--- config.mk ---
export PLATFORM = sky130hd
export DESIGN_NAME = led_fade_chaser
export DESIGN_NICKNAME = d
export VERILOG_FILES = /design/src/rtl/led_chaser_pkg.sv /design/src/rtl/led_pwm_channel.sv /design/src/rtl/led_fade_chaser.sv
export SDC_FILE = /design/constraint.sdc
export NUM_CORES = 1
export LEC_CHECK = 0
export CAP_MARGIN = 20
export CORE_MARGIN = 5
export CORE_UTILIZATION = 57
export DETAILED_ROUTE_END_ITERATION = 16
export HOLD_SLACK_MARGIN = 0.02
export PLACE_DENSITY = 0.74
export SETUP_SLACK_MARGIN = 0.4
export SYNTH_ARGS = -nofsm -noshare
export SYNTH_HDL_FRONTEND = slang
export SYNTH_HIERARCHICAL = 1
export SYNTH_SLANG_ARGS = --single-unit
--- constraint.sdc ---
create_clock -name clk -period 2.4 [get_ports clk]
set_input_delay 0.48 -clock clk [delete_from_list [all_inputs] [get_ports clk]]
set_output_delay 0.48 -clock clk [all_outputs]
set_load 0.02 [all_outputs]
--- src/rtl/led_chaser_pkg.sv ---
// Shared types and constants for the LED fade chaser.
// Mode encoding, index width helper, default segment order.
package led_chaser_pkg;

  typedef enum logic [1:0] {
    MODE_CHASE  = 2'b00,
    MODE_BOUNCE = 2'b01,
    MODE_HOLD   = 2'b10,
    MODE_BLANK  = 2'b11
  } mode_e;

  localparam logic DECAY_EXP = 1'b0;
  localparam logic DECAY_LIN = 1'b1;

  function automatic int idx_w(input int n);
    return (n <= 2) ? 1 : $clog2(n);
  endfunction

  // Figure-eight order a,b,g,e,d,c,g,f; position 0 in the low bits
  localparam logic [23:0] DEFAULT_SEQ_MAP = {
    3'd5, 3'd6, 3'd2, 3'd3,
    3'd4, 3'd6, 3'd1, 3'd0
  };

endpackage

--- src/rtl/led_pwm_channel.sv ---
// One LED channel: brightness level with head/decay/blank control
// and a registered PWM comparison against the shared counter.
module led_pwm_channel
  import led_chaser_pkg::*;
#(
  parameter int BRIGHT_W = 6
) (
  input  logic                clk,
  input  logic                reset_n,
  input  logic                is_head,
  input  logic                decay_tick,
  input  logic                fade_lin,
  input  logic                blank,
  input  logic [BRIGHT_W-1:0] pwm_cnt,
  output logic                lit
);

  logic [BRIGHT_W-1:0] level;
  logic [BRIGHT_W-1:0] decayed;

  always_comb begin
    decayed = level >> 1;
    if (fade_lin == DECAY_LIN) begin
      decayed = (level == '0) ? '0 : level - 1'b1;
    end
  end

  always_ff @(posedge clk or negedge reset_n) begin
    if (!reset_n) begin
      level <= '0;
      lit   <= 1'b0;
    end else begin
      lit <= (level != '0) && (level >= pwm_cnt);
      if (blank) begin
        level <= '0;
      end else if (is_head) begin
        level <= '1;
      end else if (decay_tick) begin
        level <= decayed;
      end
    end
  end

endmodule

--- src/rtl/led_fade_chaser.sv ---
// Position chaser with per-channel PWM fade trails.
// Step timer, fade prescaler, pos/bounce FSM and output polarity.
module led_fade_chaser
  import led_chaser_pkg::*;
#(
  parameter int N_CH       = 8,
  parameter int BRIGHT_W   = 6,
  parameter int STEP_CNT_W = 24,
  parameter int SPEED_W    = 3,
  parameter int FADE_CNT_W = 21,
  parameter int SEQ_LEN    = 8,
  localparam int IDX_W     = idx_w(N_CH),
  parameter logic [SEQ_LEN*IDX_W-1:0] SEQ_MAP =
    DEFAULT_SEQ_MAP,
  parameter bit ACTIVE_LOW_OUT = 1'b1,
  localparam int POS_W     = idx_w(SEQ_LEN)
) (
  input  logic               clk,
  input  logic               reset_n,
  input  logic [SPEED_W-1:0] speed,
  input  logic               dir,
  input  logic [1:0]         mode,
  input  logic               fade_lin,
  output logic [N_CH-1:0]    led_out,
  output logic [POS_W-1:0]   pos,
  output logic               step_pulse
);

  localparam int LOW_W = STEP_CNT_W - SPEED_W;
  localparam logic [POS_W-1:0] POS_MAX =
    POS_W'(SEQ_LEN - 1);

  logic [SPEED_W-1:0]    speed_r;
  logic                  dir_r;
  logic                  fade_r;
  mode_e                 mode_r;
  mode_e                 mode_q;

  logic [STEP_CNT_W-1:0] step_cnt;
  logic [STEP_CNT_W-1:0] limit;
  logic [FADE_CNT_W-1:0] fade_cnt;
  logic [BRIGHT_W-1:0]   pwm_cnt;
  logic                  step_due;
  logic                  moving;
  logic                  entering;
  logic                  bdir;
  logic                  bdir_eff;
  logic                  bdir_nx;
  logic [POS_W-1:0]      pos_nx;
  logic [IDX_W-1:0]      head_idx;
  logic [N_CH-1:0]       lit;

  always_ff @(posedge clk or negedge reset_n) begin
    if (!reset_n) begin
      speed_r <= '0;
      dir_r   <= 1'b0;
      fade_r  <= DECAY_EXP;
      mode_r  <= MODE_CHASE;
      mode_q  <= MODE_CHASE;
    end else begin
      speed_r <= speed;
      dir_r   <= dir;
      fade_r  <= fade_lin;
      mode_r  <= mode_e'(mode);
      mode_q  <= mode_r;
    end
  end

  assign limit    = {~speed_r, {LOW_W{1'b1}}};
  assign step_due = step_cnt >= limit;
  assign moving   = (mode_r == MODE_CHASE) ||
                    (mode_r == MODE_BOUNCE);
  assign entering = (mode_r == MODE_BOUNCE) &&
                    (mode_q != MODE_BOUNCE);
  assign bdir_eff = entering ? dir_r : bdir;

  // Bounce turns at the ends without repeating the end position
  always_comb begin
    pos_nx  = pos;
    bdir_nx = bdir_eff;
    unique case (mode_r)
      MODE_CHASE: begin
        if (dir_r) begin
          pos_nx = (pos == POS_MAX) ? '0 : pos + 1'b1;
        end else begin
          pos_nx = (pos == '0) ? POS_MAX : pos - 1'b1;
        end
      end
      MODE_BOUNCE: begin
        if (bdir_eff) begin
          if (pos == POS_MAX) begin
            pos_nx  = pos - 1'b1;
            bdir_nx = 1'b0;
          end else begin
            pos_nx  = pos + 1'b1;
          end
        end else begin
          if (pos == '0) begin
            pos_nx  = POS_W'(1);
            bdir_nx = 1'b1;
          end else begin
            pos_nx  = pos - 1'b1;
          end
        end
      end
      default: pos_nx = pos;
    endcase
  end

  always_ff @(posedge clk or negedge reset_n) begin
    if (!reset_n) begin
      step_cnt   <= '0;
      fade_cnt   <= '0;
      pwm_cnt    <= '0;
      step_pulse <= 1'b0;
      pos        <= '0;
      bdir       <= 1'b1;
    end else begin
      fade_cnt <= fade_cnt + 1'b1;
      pwm_cnt  <= pwm_cnt + 1'b1;
      bdir     <= bdir_eff;
      if (step_due) begin
        step_cnt   <= '0;
        step_pulse <= moving;
        pos        <= pos_nx;
        bdir       <= bdir_nx;
      end else begin
        step_cnt   <= step_cnt + 1'b1;
        step_pulse <= 1'b0;
      end
    end
  end

  assign head_idx = SEQ_MAP[int'(pos)*IDX_W +: IDX_W];

  for (genvar i = 0; i < N_CH; i++) begin : g_ch
    led_pwm_channel #(
      .BRIGHT_W(BRIGHT_W)
    ) u_ch (
      .clk       (clk),
      .reset_n   (reset_n),
      .is_head   (head_idx == IDX_W'(i)),
      .decay_tick(&fade_cnt),
      .fade_lin  (fade_r),
      .blank     (mode_r == MODE_BLANK),
      .pwm_cnt   (pwm_cnt),
      .lit       (lit[i])
    );
  end

  assign led_out = lit ^ {N_CH{ACTIVE_LOW_OUT}};

endmodule

==> out/results.tsv, run 1 <==
metric	value	unit
status	finished clean	
cp_num_buf_inv	3	
rsz0062_at_grt	yes	
final-hold-violation-count	0	
core-area	13800	µm²
powerDensity	471	nW/µm²
path_max_fanout	7	
diodes	0	
ys_ff_latch	121	
netlist_area	7920	µm²
root_buffer	clkbuf_16	
dp.cells	1067	
synth-main-ff-cell	dfrtp_1	
hp-class	flop to flop	
cp_cell_sequence	nand2_2 > or2_4 > nor4_4 > and2_4 > buf_12 > buf_12 > buf_16 > a311oi_1 > a311oi_1 > nor2_1	
end_kind	flop	
io_pins	21	
row_count	43	
hpwl	12900	µm
fin_crit_sh	0.953	
cp.required	2.67	ns
synth_cells	868	
synth-edff-count	0	
portBuffers	20	
synth_top_cell_area_share	0.379	
yosysWarnings	6	
cts_buffers	17	
grt_pass1_vias	7139	
yosys.area.top_type	dfrtp_1	
slew_headroom	0.547	
die_x	128	µm
gp_routability_congestion	0.869	
yosysMostFrequentCell	dfrtp_1	
final_cells	1140	
skew	0.00804	ns
synth_fp_nets	953	
slowest_stage	dfrtp_1	
setup-tns-final	0	ns
cts_tree	yes	
synth-async-reset-ratio	1.00	
slew_violations	0	
avgRoutedWirePerCell	19.1	µm
insertion_delay	0.42	ns
die_area	16400	µm²
viasPerCell	6.23	
die_h	128	µm
fmax	437	MHz
cts_buffer_depth	2	
cts_sinks	121	
worstSetupStartpointType	flop	
worst_path_largest_cell_delay	0.37	ns
nNetsFinal	1034	
syn_to_final_growth	25.7	%
cp_top_family	simple AND/OR/NAND/NOR gates	
drive_gt1_frac	0.208	
vias	7100	
seq_area_frac_synth	0.382	
grt_max_degree	69	
clk_pin_slew_worst_paths	0.05	ns
synth_area_leaders	dfrtp_1 (38%), ha_1 (12%), inv_1 (5.6%), nor3_1 (4.2%), a21oi_1 (3.4%)	
tightest_slew	0.680	ns
htree_levels	4	
drc	0	
firstDrtPassIters	6	
antenna_found_initial	0	
reg2reg_slack	0.11	ns
overflow	0	
leakagePower	0.00436	µW
synthTopCellsByCount	dfrtp_1 (120), inv_1 (118), ha_1 (76)	
cp.arrival	2.56	ns
antenna_left	0	
drt-initial-drc-count	1124	
finalSetupViolCount	0	
ir_drop	0.561	mV
grt_pass1_wl	34700	µm
routed_wl	21700	µm
synth.distinct_cells	55	
grt.total_usage	0.262	
start_util	0.575	
post-route-min-period	2.29	ns
synth_area_per_cell	9.13	µm²
max_cap_violations	0	
critPathKind	flop to flop	
==> worst reg2reg max path: cells and delay by family, from the launching register on <==
kind	cells	cell delay, ns
AOI/OAI and AO/OA	2	0.44
and+or+nand+nor	5	0.96
DFF	1	0.37
buffers and inverters	3	0.38
==> path summary, 6_finish.rpt <==
kind | start | end | depth (start not counted)
worst min register to register | mode_r[1]$_DFF_PN0_ | mode_q[1]$_DFF_PN0_ | 0
worst max-delay path | fade_cnt[8]$_DFF_PN0_ | g_ch[0].u_ch/level[5]$_DFFE_PN0P_ | 10
worst min-delay path | mode_r[1]$_DFF_PN0_ | mode_q[1]$_DFF_PN0_ | 0
worst max register to register | fade_cnt[8]$_DFF_PN0_ | g_ch[0].u_ch/level[5]$_DFFE_PN0P_ | 10
min in group asynchronous | reset_n | g_ch[0].u_ch/level[1]$_DFFE_PN0P_ | 2
max in group asynchronous | reset_n | step_cnt[0]$_DFF_PN0_ | 3
==> power by group <==
group | total (µW) | switching (µW) | internal [µW]
clock | 2440 | 897 | 1540
combinational | 167 | 118 | 48.9
sequential | 2080 | 19.2 | 2060
total | 4690 | 1030 | 3650
==> flip-flops by register name (all words and copies together) (netlist names) <==
name	count
bdir	1
dir_r	1
fade_cnt	21
fade_r	1
g_ch.u_ch/level	48
g_ch.u_ch/lit	8
mode_q	2
mode_r	2
pos	3
pwm_cnt	6
speed_r	3
step_cnt	24
step_pulse	1
==> metal layers <==
| layer | wire length (µm) | track usage | share of wire |
|---|---|---|---|
| met3 | 1350 | 0.0467 | 0.062 |
| met5 | 0 | 0 | 0 |
| met2 | 10600 | 0.438 | 0.49 |
| met1 | 8790 | 0.333 | 0.40 |
| met4 | 959 | 0.114 | 0.044 |
==> layout by cell type (no fill, tap or decap), types with 6 or more instances in the layout <==
master	n
nor3_1	59
a221oi_2	6
buf_4	39
o31a_1	8
a311oi_1	13
nand3_2	7
nor4_1	8
inv_1	114
o21ai_1	10
nor2_1	57
clkdlybuf4s50_1	16
a2111oi_2	8
buf_12	8
a21oi_2	11
xor2_1	19
xnor2_1	23
dfrtp_1	117
nor3b_1	7
ha_1	74
o21ai_0	23
nor3_2	8
nor4_4	9
nand2_1	34
nor2b_4	14
and3_1	14
nand4_1	10
a31oi_1	11
a211oi_1	9
o22ai_1	6
o21ai_2	9
nand3_1	21
o2111ai_1	7
nand2b_1	18
clkbuf_16	20
a21oi_1	51
==> cell type report <==
type	count	area, µm²
multi-input combinational	611	4770
fill	963	3810
sequential	121	3030
timing repair buffer	80	918
clock buffer	23	498
inverter	118	443
tap	180	225
clock inverter	7	67.6
==> logic make-up (layout without fill, tap and decap cells) <==
family	Yosys count	count (layout)	share of synthesized area
DFF	121	121	0.382
and+or+nand+nor	295	295	0.211
buffers and inverters	136	228	0.0674
xor gates and xnor gates	42	42	0.0464
muxes	5	5	0.00663
AOI/OAI and AO/OA	193	193	0.166
adders and majority gates	76	76	0.120
==> metrics by stage <==
step / power [µW] / cell area, µm² / hold slack [ns] / utilization / worst slack (ns)
after floorplan: 2180 / 8070 / 0.184 / - / 0.310
after global placement: 2270 / 8510 / 0.406 / 0.618 / 0.163
after detailed placement: 2270 / 8510 / 0.401 / 0.618 / 0.0289
after CTS: 4700 / 9620 / 0.455 / 0.698 / 0.224
after global routing: 4830 / 9960 / 0.481 / 0.723 / 0.0278
final: 4690 / 9960 / 0.463 / 0.723 / 0.112
==> timing repair <==
item,in CTS,in global routing
hold endpoints to repair,19,0
setup buffers,20,13
setup endpoints to repair,54,53
hold buffers,1,0
gates cloned,5,4
pin swaps,45,40
gates resized for setup,65,38
(Power assumes the default switching activity.)
==> inputs of run 2 (changes only) <==
- SLEW_MARGIN: unset -> 20
==> results of run 2 <==
The final DEF is identical to that of run 1; final timing and power are the same.
